**config.mk**
```make
export PLATFORM = sky130hd
export DESIGN_NAME = dram_loader
export DESIGN_NICKNAME = d
export VERILOG_FILES = /design/src/rtl/ebox_pkg.sv /design/src/rtl/dram_parity.sv /design/src/rtl/dram_loader.sv
export SDC_FILE = /design/constraint.sdc
export NUM_CORES = 1
export LEC_CHECK = 0
export CORE_MARGIN = 1
export CORE_UTILIZATION = 32
export CTS_CLUSTER_SIZE = 28
export DETAILED_ROUTE_END_ITERATION = 10
export PLACE_DENSITY = 0.65
export REMOVE_ABC_BUFFERS = 1
export SETUP_SLACK_MARGIN = 0.3
export SYNTH_ARGS = -nofsm -noshare
export SYNTH_HDL_FRONTEND = slang
export SYNTH_SLANG_ARGS = --single-unit
```
**constraint.sdc**
```tcl
create_clock -name clk -period 3.93 [get_ports clk]
set_clock_uncertainty 0.2 [all_clocks]
set_input_delay 0.786 -clock clk [delete_from_list [all_inputs] [get_ports clk]]
set_output_delay 0.786 -clock clk [all_outputs]
set_load 0.02 [all_outputs]
```
**src/rtl/ebox_pkg.sv**
```systemverilog
// Shared EBOX dispatch-RAM definitions: word packing, field
// positions and diag function codes, used by ir and dram_loader.
package ebox_pkg;

  localparam int DRAM_WIDTH     = 15;
  localparam int DRAM_SIZE      = 512;
  localparam int DRAM_ADDR_BITS = $clog2(DRAM_SIZE);
  localparam int RD_LATENCY     = 1;
  localparam int EBUS_WIDTH     = 36;

  // DRAM word LSB positions (word bit 0 = MSB = vector bit 14)
  localparam int DW_A_LSB  = 12;
  localparam int DW_B_LSB  = 9;
  localparam int DW_P_BIT  = 8;
  localparam int DW_JH_LSB = 4;
  localparam int DW_JL_LSB = 0;

  // EBUS bit k (MSB-first) lives at vector bit 35-k
  localparam int EB_ADDR_LSB = 0;
  localparam int EB_A_LSB    = 3;
  localparam int EB_B_LSB    = 0;
  localparam int EB_J_LSB    = 0;
  localparam int EB_P_BIT    = 0;

  typedef enum logic [2:0] {
    FN_LDADR  = 3'd0,
    FN_LDAB   = 3'd1,
    FN_LDJH   = 3'd2,
    FN_LDJL   = 3'd3,
    FN_WRITE  = 3'd4,
    FN_WRITEP = 3'd5,
    FN_READ   = 3'd6,
    FN_CLR    = 3'd7
  } diag_func_e;

  typedef struct packed {
    logic [2:0] a;
    logic [2:0] b;
    logic       p;
    logic [3:0] jh;
    logic [3:0] jl;
  } dram_word_t;

  typedef enum logic [1:0] {
    S_IDLE = 2'd0,
    S_WR   = 2'd1,
    S_RD   = 2'd2
  } dl_state_e;

  function automatic logic [13:0] dram_payload(
    input dram_word_t w
  );
    return {w.a, w.b, w.jh, w.jl};
  endfunction

endpackage

```
**src/rtl/dram_parity.sv**
```systemverilog
// DRAM odd parity: generate P over the 14 data bits,
// and check a full 15-bit word for odd parity.
module dram_parity
  import ebox_pkg::*;
(
  input  logic [DRAM_WIDTH-2:0] payload,
  input  logic [DRAM_WIDTH-1:0] word,
  output logic                  p,
  output logic                  odd_ok
);

  // P makes the XOR over all 15 bits equal 1
  assign p      = ~^payload;
  assign odd_ok = ^word;

endmodule

```
**src/rtl/dram_loader.sv**
```systemverilog
// DRAM write side: stages diag loads, commits/reads back one word.
// Build option: DRAM_LOADER_AUTOINC_EN (addr +1 after each write).
module dram_loader
  import ebox_pkg::*;
(
  input  logic                      clk,
  input  logic                      rst_n,
  input  logic                      diag_load,
  input  logic [2:0]                diag_func,
  input  logic [EBUS_WIDTH-1:0]     ebus_data,
  output logic [DRAM_ADDR_BITS-1:0] dram_addr,
  output logic [DRAM_WIDTH-1:0]     dram_din,
  output logic                      dram_we,
  input  logic [DRAM_WIDTH-1:0]     dram_dout,
  output logic                      busy,
  output logic [DRAM_WIDTH-1:0]     rd_data,
  output logic                      par_err,
  output logic                      ovr
);

  localparam int RD_CNT_W = $clog2(RD_LATENCY + 1);
  localparam logic [RD_CNT_W-1:0] RD_LAST =
    RD_CNT_W'(RD_LATENCY);

  dl_state_e                 state_q;
  dl_state_e                 state_d;
  logic [RD_CNT_W-1:0]       rd_cnt_q;
  logic [DRAM_ADDR_BITS-1:0] addr_q;
  dram_word_t                word_q;
  logic [DRAM_WIDTH-1:0]     rd_data_q;
  logic                      par_err_q;
  logic                      ovr_q;

  diag_func_e func;
  logic       accept;
  logic       rd_last;
  logic       gen_p;
  logic       rd_odd;
  logic       unused_ebus;

  assign func   = diag_func_e'(diag_func);
  assign accept = diag_load && (state_q == S_IDLE);
  assign unused_ebus = ^ebus_data[EBUS_WIDTH-1:DRAM_ADDR_BITS];

  dram_parity u_par (
    .payload (dram_payload(word_q)),
    .word    (dram_dout),
    .p       (gen_p),
    .odd_ok  (rd_odd)
  );

  // State register and read-latency counter
  always_ff @(posedge clk or negedge rst_n) begin
    if (!rst_n) begin
      state_q  <= S_IDLE;
      rd_cnt_q <= '0;
    end else begin
      state_q <= state_d;
      if (state_q == S_RD && !rd_last)
        rd_cnt_q <= rd_cnt_q + 1'b1;
      else
        rd_cnt_q <= '0;
    end
  end

  // Next state and strobes
  always_comb begin
    state_d = state_q;
    dram_we = 1'b0;
    busy    = 1'b0;
    rd_last = 1'b0;
    unique case (state_q)
      S_IDLE: begin
        if (diag_load) begin
          unique case (1'b1)
            func == FN_WRITE,
            func == FN_WRITEP: state_d = S_WR;
            func == FN_READ:   state_d = S_RD;
            default:           state_d = S_IDLE;
          endcase
        end
      end
      S_WR: begin
        dram_we = 1'b1;
        busy    = 1'b1;
        state_d = S_IDLE;
      end
      S_RD: begin
        busy = 1'b1;
        if (rd_cnt_q == RD_LAST) begin
          rd_last = 1'b1;
          state_d = S_IDLE;
        end
      end
      default: state_d = S_IDLE;
    endcase
  end

  // Staging registers: address and word fields
  always_ff @(posedge clk or negedge rst_n) begin
    if (!rst_n) begin
      addr_q <= '0;
      word_q <= '0;
    end else if (accept) begin
      unique case (func)
        FN_LDADR:
          addr_q <= ebus_data[EB_ADDR_LSB +: DRAM_ADDR_BITS];
        FN_LDAB: begin
          word_q.a <= ebus_data[EB_A_LSB +: 3];
          word_q.b <= ebus_data[EB_B_LSB +: 3];
        end
        FN_LDJH:   word_q.jh <= ebus_data[EB_J_LSB +: 4];
        FN_LDJL:   word_q.jl <= ebus_data[EB_J_LSB +: 4];
        FN_WRITE:  word_q.p  <= gen_p;
        FN_WRITEP: word_q.p  <= ebus_data[EB_P_BIT];
        FN_READ:   ;
        FN_CLR: begin
          addr_q <= '0;
          word_q <= '0;
        end
      endcase
    end
`ifdef DRAM_LOADER_AUTOINC_EN
    else if (state_q == S_WR) begin
      addr_q <= addr_q + 1'b1;
    end
`endif
  end

  // Read-back capture and sticky status
  always_ff @(posedge clk or negedge rst_n) begin
    if (!rst_n) begin
      rd_data_q <= '0;
      par_err_q <= 1'b0;
      ovr_q     <= 1'b0;
    end else begin
      if (diag_load && state_q != S_IDLE)
        ovr_q <= 1'b1;
      if (rd_last) begin
        rd_data_q <= dram_dout;
        if (!rd_odd)
          par_err_q <= 1'b1;
      end
      if (accept && func == FN_CLR) begin
        rd_data_q <= '0;
        par_err_q <= 1'b0;
        ovr_q     <= 1'b0;
      end
    end
  end

  assign dram_addr = addr_q;
  assign dram_din  = word_q;
  assign rd_data   = rd_data_q;
  assign par_err   = par_err_q;
  assign ovr       = ovr_q;

endmodule

```
## Word level (Yosys, flattened, before mapping)

Cells that the tools add are included.

- Register bits after elaboration: 44
- Input port bits: 57
- Output and inout bits: 43
- Word-level logic and storage cells: 71

- Add/sub/neg operators: 1
- Equality and inequality tests: 12
- Muxes and demuxes: 21
- Reductions and logical operators: 26

Operator list:

| kind | number |
|---|---|
| 2-to-1 mux 15 bit | 2 |
| case mux 9 bit (2 select lines) | 1 |
| case mux 4 bit (2 select lines) | 2 |
| parity 15 bit | 1 |
| AND reduction 2 bit | 7 |
| nonzero test 2 bit | 7 |
| XNOR reduction 14 bit | 1 |
| equality test 3 bit, second input constant | 4 |
| case mux 6 bit (2 select lines) | 1 |
| 2-to-1 mux 1 bit | 10 |
| case mux 2 bit (2 select lines) | 2 |
| equality test 3 x 2 -> 1 bit, second input constant | 2 |
| logical AND 1 bit | 4 |
| 2-to-1 mux 2 bit | 2 |
| inequality test 2 bit, second input constant | 2 |
| OR reduction 2 bit | 2 |
| equality test 3 x 1 -> 1 bit, second input constant | 1 |
| zero test 3 bit | 1 |
| case mux 1 bit (3 select lines) | 1 |
| nonzero test 3 bit | 1 |
| equality test 2 x 1 -> 1 bit, second input constant | 1 |
| equality test 2 bit, second input constant | 1 |
| zero test 2 bit | 1 |
| inequality test 2 x 1 -> 1 bit, second input constant | 1 |
| 2 further kinds | 2 |

## Depth between registers and ports, before layout

Gate-level depths: netlist (run 1).

- Depth after elaboration: 5
- Mapped depth: 8

## Hierarchy

A second synthesis (run 1) with hierarchy kept.

- Cells, all modules: 217
- Area, all modules: 2242.2 um^2

Modules (own cells, without submodules):

| module | instances | cells each | area each (um^2) | sequential area each (um^2) |
|---|---|---|---|---|
| dram_loader | 1 | 195 | 1973.1 | 1101.1 |
| dram_parity | 1 | 22 | 269.0 | 0.0 |

## Worst setup path before layout (run 1)

OpenSTA, ideal clock, no wires.

- Kind: input to register
- Start point: input port diag_func[1]
- End point: register addr_q[2], in the netlist dram_addr[2]
- Data arrival time: 1.827 ns
- Required time: 3.600 ns
- Path slack: 1.773 ns
- Stages: 6
- Path buffers: 2
- Cells stage by stage: buf_2 or3_1 a21o_1 buf_2 nand2_1 o21ai_0

- Longest elaborated chain between the ends: 3

RTL lines:

| element | RTL line | RTL |
|---|---|---|
| start: declaration | dram_loader.sv:9 | `input logic [2:0] diag_func,` |
| equality test 3 bit or zero test 3 bit (tied branches) | dram_loader.sv:105 | `unique case (func)` |
| nonzero test 2 bit (no line) | n/a |  |
| AND reduction 2 bit (no line) | n/a |  |
| end signal: assignment | dram_loader.sv:107 | `addr_q <= ebus_data[EB_ADDR_LSB +: DRAM_ADDR_BITS];` |
| end: declaration | dram_loader.sv:28 | `logic [DRAM_ADDR_BITS-1:0] addr_q;` |

Several ways; a longest one is shown, not always the timed one.
A chain may end at the register's enable or synchronous reset.

## Worst setup path after layout (run 1)

- Start point: input port diag_func[2]
- End point: register addr_q[3], in the netlist dram_addr[3]

Same word-level chain as after synthesis.

==> results.sh, run 1 <==
export IMPL_ys_warn_count=0
export IMPL_status="finished, final reports clean"
export IMPL_core_rowCount=29
export IMPL_holdBufCountCts=0
export IMPL_fin_crit_ns=2.69
export IMPL_worst_pin_slew_ns=0.995
export IMPL_finalMaxSlewViolations=0
export IMPL_ys_seq_area_share_pct=51.8
export IMPL_rsz0062_at_grt="false"
export IMPL_synth_area_um2=2120
export IMPL_fin_tns_setup_ns=0
export IMPL_die_w_um=83.5
export IMPL_tritoncts="yes"
export IMPL_regArea_um2=1100
export IMPL_synth_ff_type="dfrtp_1"
export IMPL_r2r_start="state_q[1]"
export IMPL_min_from="dram_addr[2]"
export IMPL_htree_num_levels=2
export IMPL_yosysMostFrequentCell="nand2_1"
export IMPL_grt_pass1_vias=1674
export IMPL_hpwl_um=3650
export IMPL_setup_viol=0
export IMPL_portBuffers=72
export IMPL_irDropWorstVdd_uv=244
export IMPL_cp_max_fo=18
export IMPL_ys_ff_latch=44
export IMPL_crit_required_ns=3.89
export IMPL_p_leak_nw=1.31
export IMPL_fmaxAchievable_mhz=371
export IMPL_grt_total_usage_pct=14.9
export IMPL_num_vias=1756
export IMPL_p_per_area_nw_per_um2=645
export IMPL_clk_pin_slew_worst_paths_ns=0.08
export IMPL_ys_types=26
export IMPL_clockRootBuffer="clkbuf_8"
export IMPL_netlist_area_leader_share_pct=51.8
export IMPL_synthTopCellsByCount="59 x nand2_1, 44 x dfrtp_1, 26 x o21ai_0"
export IMPL_synth_enable_flop_cells=0
export IMPL_grt_max_degree=45
export IMPL_cts_buffers=5
export IMPL_critical_path_class="in -> reg"
export IMPL_netlist_top_cells_area="dfrtp_1 52%, nand2_1 10%, xnor2_1 6.2%"
export IMPL_synthCells=219
export IMPL_grt_overflow_total=0
export IMPL_syn_to_final_growth_pct=43.5
export IMPL_layout_drive_gt1_share_pct=3.83
export IMPL_first_pass_iters=4
export IMPL_syn_area_per_cell_um2=9.70
export IMPL_post_cts_setup_buffers=0
export IMPL_crit_path_start_kind="input pin"
export IMPL_drc=0
export IMPL_multiInputGateArea_um2=951
export IMPL_routed_wl_um=5040
export IMPL_hold_viol=0
export IMPL_diodes=0
export IMPL_yosys_area_top_type="dfrtp_1"
export IMPL_avgViaCountPerCell=4.82
export IMPL_core_area_um2=6390
export IMPL_ios=100
export IMPL_die_y_um=83.5
export IMPL_whs_ns=0.291
export IMPL_cap_violations=0
export IMPL_clockBufferDepth=2
export IMPL_ctsResizeCount=0
export IMPL_fillers=595
export IMPL_period_share_pct=68.5
export IMPL_nets=346
export IMPL_slew_headroom_pct=33.7
export IMPL_grt_pass1_wl_um=8400
export IMPL_post_route_util_pct=47.7
export IMPL_critPathCaptureType="flip-flop"
export IMPL_gp_congestion=0.760
export IMPL_drtAntennaViolNets=0
export IMPL_post_drt_wl_per_cell_um=13.8
export IMPL_startpoint="diag_func[2]"
export IMPL_critPathArrivalTime_ns=2.65
export IMPL_start_util_pct=33.3
export IMPL_synthArstFlopShare_pct=100
export IMPL_clk_latency_ns=0.30
export IMPL_drt_first_iter_violations=63
export IMPL_clkSinkCount=44
export IMPL_antenna_found_initial=0
export IMPL_dieArea_um2=6970
export IMPL_hp_class="reg -> reg"
[path summary, 6_finish.rpt]
path | to | slack, ns | depth (start not counted)
hold reg to reg | dram_addr[2] | 0.29 | 2
setup / recovery | dram_addr[3] | 1.24 | 5
setup reg to reg | dram_din[12] | 2.04 | 5
hold / removal | dram_addr[2] | 0.29 | 2
min in group asynchronous | rd_data[0] | 0.45 | 1
max in group asynchronous | dram_din[0] | 2.47 | 1
[cells by family (layout without fill, tap and decap cells)]
group | after synthesis | count (layout) | share of synthesized area, %
xor+xnor | 23 | 23 | 12.7
fa+ha+maj | 3 | 3 | 1.77
flops | 44 | 44 | 51.8
compound gates | 61 | 61 | 17.1
buf+inv | 18 | 86 | 3.42
simple gates | 70 | 70 | 13.2
[per-layer routing]
layer  part of all wire (%)  track usage [%]  vias up  wire length (µm)
li1                       -                -      876                 -
met4                    1.5             4.31        0                75
met3                    3.5             3.26        8               174
met5                      0                0        -                 0
met1                     46             20.3      833              2330
met2                     49             24.1       39              2460
[cell usage in the layout, fill, tap and decap left out, types with 4 or more instances in the layout]
cell | netlist | layout
nand3_1 | 4 | 4
o21ai_0 | 26 | 26
xnor3_1 | 5 | 5
o31ai_1 | 7 | 7
dfrtp_1 | 44 | 44
xnor2_1 | 15 | 15
nand2_1 | 59 | 59
inv_1 | 5 | 5
clkbuf_8 | 0 | 5
a22oi_1 | 4 | 4
a21oi_1 | 17 | 17
clkdlybuf4s50_1 | 0 | 71
[stage by stage]
step	total power [mW]	worst slack (ns)	cell area, µm²	instances
finish	1.97	1.24	3050	364
global route	2.07	1.05	3050	364
CTS	1.99	1.21	3050	364
detailed placement	1.51	0.889	2890	356
global placement	1.49	0.919	2890	356
floorplan	1.15	1.77	2070	206
[state kept, by name (all words and copies together) (netlist names)]
| name | cells |
|---|---|
| ovr | 1 |
| rd_cnt_q | 1 |
| dram_din | 15 |
| state_q | 2 |
| dram_addr | 9 |
| par_err | 1 |
| rd_data | 15 |
[where the power goes]
part | switching (mW) | internal [mW] | leakage, nW
clock | 0.157 | 0.318 | 0.0784
combinational | 0.376 | 0.456 | 0.663
sequential | 0.0886 | 0.570 | 0.568
[cell type report]
cell class,instances,share of cell area [%]
clock buffers,5,2.26
repair buffers,73,23.7
multi-input cells,157,31.2
flip-flops and latches,44,36.1
inverters,5,0.616
well taps,77,3.16
clock inverters,3,2.95
[worst max-delay path: stages]
cell	delay (ns)
clkdlybuf4s50_1	0.70
nand3_1	0.47
a21o_1	0.48
nand2_1	0.13
o21ai_0	0.09
No activity file was read; power rests on OpenSTA's default activity.
==> run 2, diff against run 1 <==
--- a/config.mk
+++ b/config.mk
@@ -9,7 +9,7 @@
 export CORE_UTILIZATION = 32
 export CTS_CLUSTER_SIZE = 28
 export DETAILED_ROUTE_END_ITERATION = 10
-export PLACE_DENSITY = 0.65
+export PLACE_DENSITY = 0.68
 export REMOVE_ABC_BUFFERS = 1
 export SETUP_SLACK_MARGIN = 0.3
 export SYNTH_ARGS = -nofsm -noshare
==> constraint.sdc (replaced) <==
create_clock -name clk -period 2.25 [get_ports clk]
set_clock_uncertainty 0.2 [all_clocks]
set_input_delay 0.45 -clock clk [delete_from_list [all_inputs] [get_ports clk]]
set_output_delay 0.45 -clock clk [all_outputs]
set_load 0.02 [all_outputs]
==> run 2 against run 1 <==
Against the previous run: design area grew 2.0%; non-clock buffer count grew 11; die area is the same; clock power grew 38%; critical path depth shrank 4; flip-flop and latch count is the same; sequential power grew 72%; via count grew 0.23%; count of clock-buffer cells in the layout grew 2; setup slack lost 0.89 ns.
==> results.sh, run 2 (same netlist as run 1, synthesis figures left out) <==
export IMPL_status="finished, final reports clean"
export IMPL_ios=100
export IMPL_num_vias=1760
export IMPL_cp_max_fo=2
export IMPL_crit_required_ns=1.60
export IMPL_fin_crit_ns=1.91
export IMPL_path_delay_family="buffers and inverters"
export IMPL_hpwl_um=3690
export IMPL_grt_max_degree=45
export IMPL_post_drt_wl_per_cell_um=13.3
export IMPL_p_per_area_nw_per_um2=1030
export IMPL_hp_class="in -> async"
export IMPL_p_clk_share_pct=20.5
export IMPL_clk_latency_ns=0.29
export IMPL_critical_path_class="reg -> out"
export IMPL_diodes=0
export IMPL_grt_total_usage_pct=14.5
export IMPL_post_route_util_pct=48.7
export IMPL_die_w_um=83.5
export IMPL_fmaxAchievable_mhz=525
export IMPL_die_y_um=83.5
export IMPL_path_cells="clkdlybuf4s50_1"
export IMPL_intPower_mw=2.12
export IMPL_final_cell_mix="59 x nand2_1, 45 x clkdlybuf4s50_1, 44 x dfrtp_1"
export IMPL_grt_pass1_vias=1665
export IMPL_worst_pin_slew_ns=0.565
export IMPL_clockRootBuffer="clkbuf_8"
export IMPL_crit_path_start_kind="flip-flop"
export IMPL_layout_drive_gt1_share_pct=10.4
export IMPL_dieArea_um2=6970
export IMPL_gp_congestion=0.783
export IMPL_core_rowCount=29
export IMPL_holdBufCountCts=0
export IMPL_clkSinkCount=44
export IMPL_fin_tns_setup_ns=0
export IMPL_period_share_pct=84.7
export IMPL_first_pass_iters=4
export IMPL_drt_first_iter_violations=46
export IMPL_critPathArrivalTime_ns=1.26
export IMPL_setup_viol=0
export IMPL_switching_share_pct=33.7
export IMPL_nets=357
export IMPL_rsz0062_at_grt="false"
export IMPL_portBuffers=72
export IMPL_avgViaCountPerCell=4.69
export IMPL_cts_buffers=5
export IMPL_finalMaxSlewViolations=0
export IMPL_clk_pin_slew_worst_paths_ns=0.08
export IMPL_grt_pass1_wl_um=8150
export IMPL_final_common_cell="nand2_1"
export IMPL_antenna_found_initial=0
export IMPL_htree_num_levels=2
export IMPL_drc=0
export IMPL_sequentialPowerShare_pct=35.5
export IMPL_critPathCaptureType="output port"
export IMPL_routed_wl_um=4980
export IMPL_tritoncts="yes"
export IMPL_clockBufferDepth=2
export IMPL_grt_overflow_total=0
export IMPL_drtAntennaViolNets=0
export IMPL_start_util_pct=33.3
export IMPL_worst_path_buf_inv=1
export IMPL_syn_to_final_growth_pct=46.3
export IMPL_irDropWorstVdd_uv=729
export IMPL_combPwrFrac_pct=44.0
export IMPL_cp_slowest_cell="clkdlybuf4s50_1"
export IMPL_p_leak_nw=1.46
export IMPL_cap_violations=0
export IMPL_fillers=614
export IMPL_slew_headroom_pct=62.3
export IMPL_hold_viol=0
export IMPL_crit_path_max_incr_delay_ns=0.61
export IMPL_p_sw_mw=1.08
export IMPL_core_area_um2=6390
==> run 2: changes by cell type in the layout (fill, tap and decap cells not counted), moves of 2 or more <==
cell / before / now
bufinv_16: 3 / 1
nor2_1: 2 / 0
dlymetal6s2s_1: 0 / 4
clkdlybuf4s50_1: 71 / 45
nor2_2: 0 / 2
clkbuf_8: 5 / 7
clkbuf_2: 0 / 2
dlygate4sd2_1: 0 / 17
buf_4: 1 / 11
==> run 2: path summary, 6_finish.rpt <==
kind	depth (start not counted)	to	startpoint	slack, ns
worst max-delay path	1	dram_addr[0]	dram_addr[0]	0.34
worst min-delay path	2	dram_addr[4]	rst_n	0.03
worst max register to register	4	dram_din[8]	dram_din[1]	0.48
worst min register to register	2	dram_addr[3]	dram_addr[3]	0.28
max in group asynchronous	2	rd_data[8]	rst_n	1.43
min in group clk	3	rd_data[0]	dram_dout[0]	0.19
==> run 2: area by class of cell <==
cell class | instances | area, µm² | share of cell area [%]
Timing Repair Buffer | 84 | 793 | 25.5
Sequential cell | 44 | 1100 | 35.4
Clock buffer | 7 | 96.3 | 3.10
Tap cell | 77 | 96.3 | 3.10
Multi-Input combinational cell | 157 | 973 | 31.3
Inverter | 5 | 18.8 | 0.604
Clock inverter | 1 | 30.0 | 0.966
==> run 2: metrics by stage <==
step	hold slack (ns)	total power, mW	std cells	cell area [µm²]	setup slack, ns
after floorplan	-0.0456	2.01	206	2070	0.376
after global placement	0.263	2.63	367	2990	-0.0182
after detailed placement	0.273	2.66	367	2990	-0.0674
after CTS	0.0436	3.26	375	3100	0.237
after global routing	0.0853	3.37	375	3110	0.302
final	0.0335	3.20	375	3110	0.344
==> run 2: power groups by stage <==
stage	clock [mW]	combinational, mW	sequential (mW)
floorplan	0	0.616	1.40
global placement	0	1.47	1.15
detailed placement	0	1.50	1.16
CTS	0.673	1.45	1.14
global route	0.701	1.51	1.16
finish	0.656	1.41	1.13
==> run 2: what timing repair did <==
item,CTS,global route
buffers inserted,0,0
hold endpoints to repair,0,0
endpoints found under the setup margin,22,20
gates resized for setup,32,11
gates cloned,0,0
pin swaps,5,3
==> run 2: per-layer routing <==
metal / up-vias / part of all wire, % / track usage (%)
met4: 0 / 0.82 / 3.24
met2: 37 / 47 / 22.6
met3: 6 / 4.3 / 3.56
li1: 894 / - / -
met5: - / 0 / 0
met1: 823 / 48 / 20.6
==> run 3, diff against run 2 <==
==> constraint.sdc (replaced) <==
create_clock -name clk -period 1.6 [get_ports clk]
set_clock_uncertainty 0.2 [all_clocks]
set_input_delay 0.32 -clock clk [delete_from_list [all_inputs] [get_ports clk]]
set_output_delay 0.32 -clock clk [all_outputs]
set_load 0.02 [all_outputs]
==> run 3 against run 2 <==
Against the previous run: the run now ends with setup timing left; routed wire length increased by 40%; critical path depth increased by 3; largest cell class is now buffers; sequential power increased by 49%; highest routed layer unchanged; largest power group unchanged; die area unchanged.
==> results.sh, run 3 (same netlist as run 1, synthesis figures left out) <==
export IMPL_status="finished with violations"
export IMPL_violations="setup timing"
export IMPL_p_per_area_nw_per_um2=1230
export IMPL_rsz0062_at_grt="true"
export IMPL_cap_violations=0
export IMPL_grt_total_usage_pct=18.5
export IMPL_setup_ws_ns=-0.152
export IMPL_final_common_cell="buf_6"
export IMPL_hold_path_endpoint="rd_data[0]"
export IMPL_drtAntennaViolNets=0
export IMPL_irDropWorstVdd_uv=860
export IMPL_avgViaCountPerCell=4.94
export IMPL_dp_slack_ns=-0.574
export IMPL_drt_first_iter_violations=64
export IMPL_htree_num_levels=2
export IMPL_worst_pin_slew_ns=0.356
export IMPL_grt_overflow_total=0
export IMPL_fillers=453
export IMPL_ios=100
export IMPL_die_w_um=83.5
export IMPL_hpwl_um=3910
export IMPL_hold_path_depth=3
export IMPL_hp_class="in -> reg"
export IMPL_clkSinkCount=44
export IMPL_layout_drive_gt1_share_pct=60.8
export IMPL_p_leak_nw=2.14
export IMPL_grt_max_degree=45
export IMPL_routed_wl_um=6970
export IMPL_r2r_slack_ns=-0.15
export IMPL_tritoncts="yes"
export IMPL_grt_pass1_wl_um=10300
export IMPL_clk_latency_ns=0.28
export IMPL_gp_congestion=0.755
export IMPL_fin_tns_setup_ns=-0.809
export IMPL_syn_to_final_growth_pct=107
export IMPL_fin_crit_ns=1.75
export IMPL_clockBufferDepth=2
export IMPL_num_vias=2168
export IMPL_fmaxAchievable_mhz=571
export IMPL_post_route_util_pct=68.9
export IMPL_crit_required_ns=1.59
export IMPL_core_rowCount=29
export IMPL_critPathArrivalTime_ns=1.74
export IMPL_setup_viol=28
export IMPL_critPathCaptureType="flip-flop"
export IMPL_antenna_found_initial=0
export IMPL_final_cell_mix="66 x buf_6, 43 x dfrtp_1, 42 x buf_4"
export IMPL_crit_path_start_kind="flip-flop"
export IMPL_clockRootBuffer="clkbuf_8"
export IMPL_start_util_pct=33.3
export IMPL_post_drt_wl_per_cell_um=15.9
export IMPL_r2r_start="dram_din[11]"
export IMPL_die_y_um=83.5
export IMPL_cp_max_fo=3
export IMPL_worstRegToRegCells=4
export IMPL_r2r_end="dram_din[8]"
export IMPL_cts_buffers=5
export IMPL_nets=422
export IMPL_clk_pin_slew_worst_paths_ns=0.08
export IMPL_drc=0
export IMPL_period_share_pct=109
export IMPL_core_area_um2=6390
export IMPL_min_from="dram_dout[0]"
export IMPL_dieArea_um2=6970
export IMPL_diodes=0
export IMPL_slew_headroom_pct=76.3
export IMPL_portBuffers=72
export IMPL_hold_viol=0
export IMPL_first_pass_iters=4
export IMPL_finalMaxSlewViolations=0
export IMPL_grt_pass1_vias=2100
export IMPL_critical_path_class="reg -> reg"
-- run 3: worst max-delay path: stages (launching register included) --
cell and delay (ns):
dfrtp_1 0.44, xnor2_2 0.21, xnor2_1 0.15, xnor3_1 0.42
o41ai_2 0.22
-- run 3: timing repair --
action                                 CTS  global route
hold buffers                             1             0
resized for setup                      375            93
gates cloned                             7             0
endpoints found under the hold margin   44             0
setup endpoints to repair               87            86
pin swaps                               38            49
buffers inserted                        16            17
-- run 3: worst max path at each step --
stage	from	endpoint
2_1_floorplan	dram_din[5]	dram_din[8]
3_3_place_gp	diag_func[1]	dram_din[14]
3_5_place_dp	diag_func[1]	dram_din[9]
4_1_cts	dram_dout[0]	par_err
5_1_grt	dram_din[11]	dram_din[8]
6_report	dram_din[11]	dram_din[8]
-- run 3: through the flow --
step	hold slack [ns]	std cells	power, mW	cell area [µm²]
floorplan	-0.176	206	2.83	2070
global placement	0.117	391	3.84	3200
detailed placement	0.115	391	3.86	3200
CTS	0.0505	422	5.00	3890
global route	0.0507	439	5.67	4400
finish	0.0612	439	5.40	4400
-- run 3: cell type report --
| cell class | count | area (µm²) | area share, % |
|---|---|---|---|
| Timing Repair Buffer | 148 | 1600 | 36.4 |
| Sequential cell | 44 | 1100 | 25.0 |
| Clock buffer | 6 | 72.6 | 1.65 |
| Clock inverter | 1 | 5.00 | 0.114 |
| Multi-Input combinational cell | 158 | 1500 | 34.2 |
| Tap cell | 77 | 96.3 | 2.19 |
| Inverter | 5 | 18.8 | 0.426 |
-- run 3: power breakdown --
group | leakage (nW) | total (mW) | switching (mW) | internal (mW)
Sequential | 0.567 | 1.68 | 0.281 | 1.40
Clock | 0.0410 | 0.649 | 0.352 | 0.297
Combinational | 1.53 | 3.07 | 1.29 | 1.78
Total | 2.14 | 5.40 | 1.92 | 3.48
-- run 3: routing by layer --
| metal | share of wire [%] | track usage (%) | vias to the layer above |
|---|---|---|---|
| met5 | 0 | 0 | - |
| met4 | 1.2 | 3.70 | 0 |
| met3 | 4.1 | 4.45 | 8 |
| met2 | 51 | 31.4 | 54 |
| met1 | 44 | 24.3 | 1073 |
| li1 | - | - | 1033 |
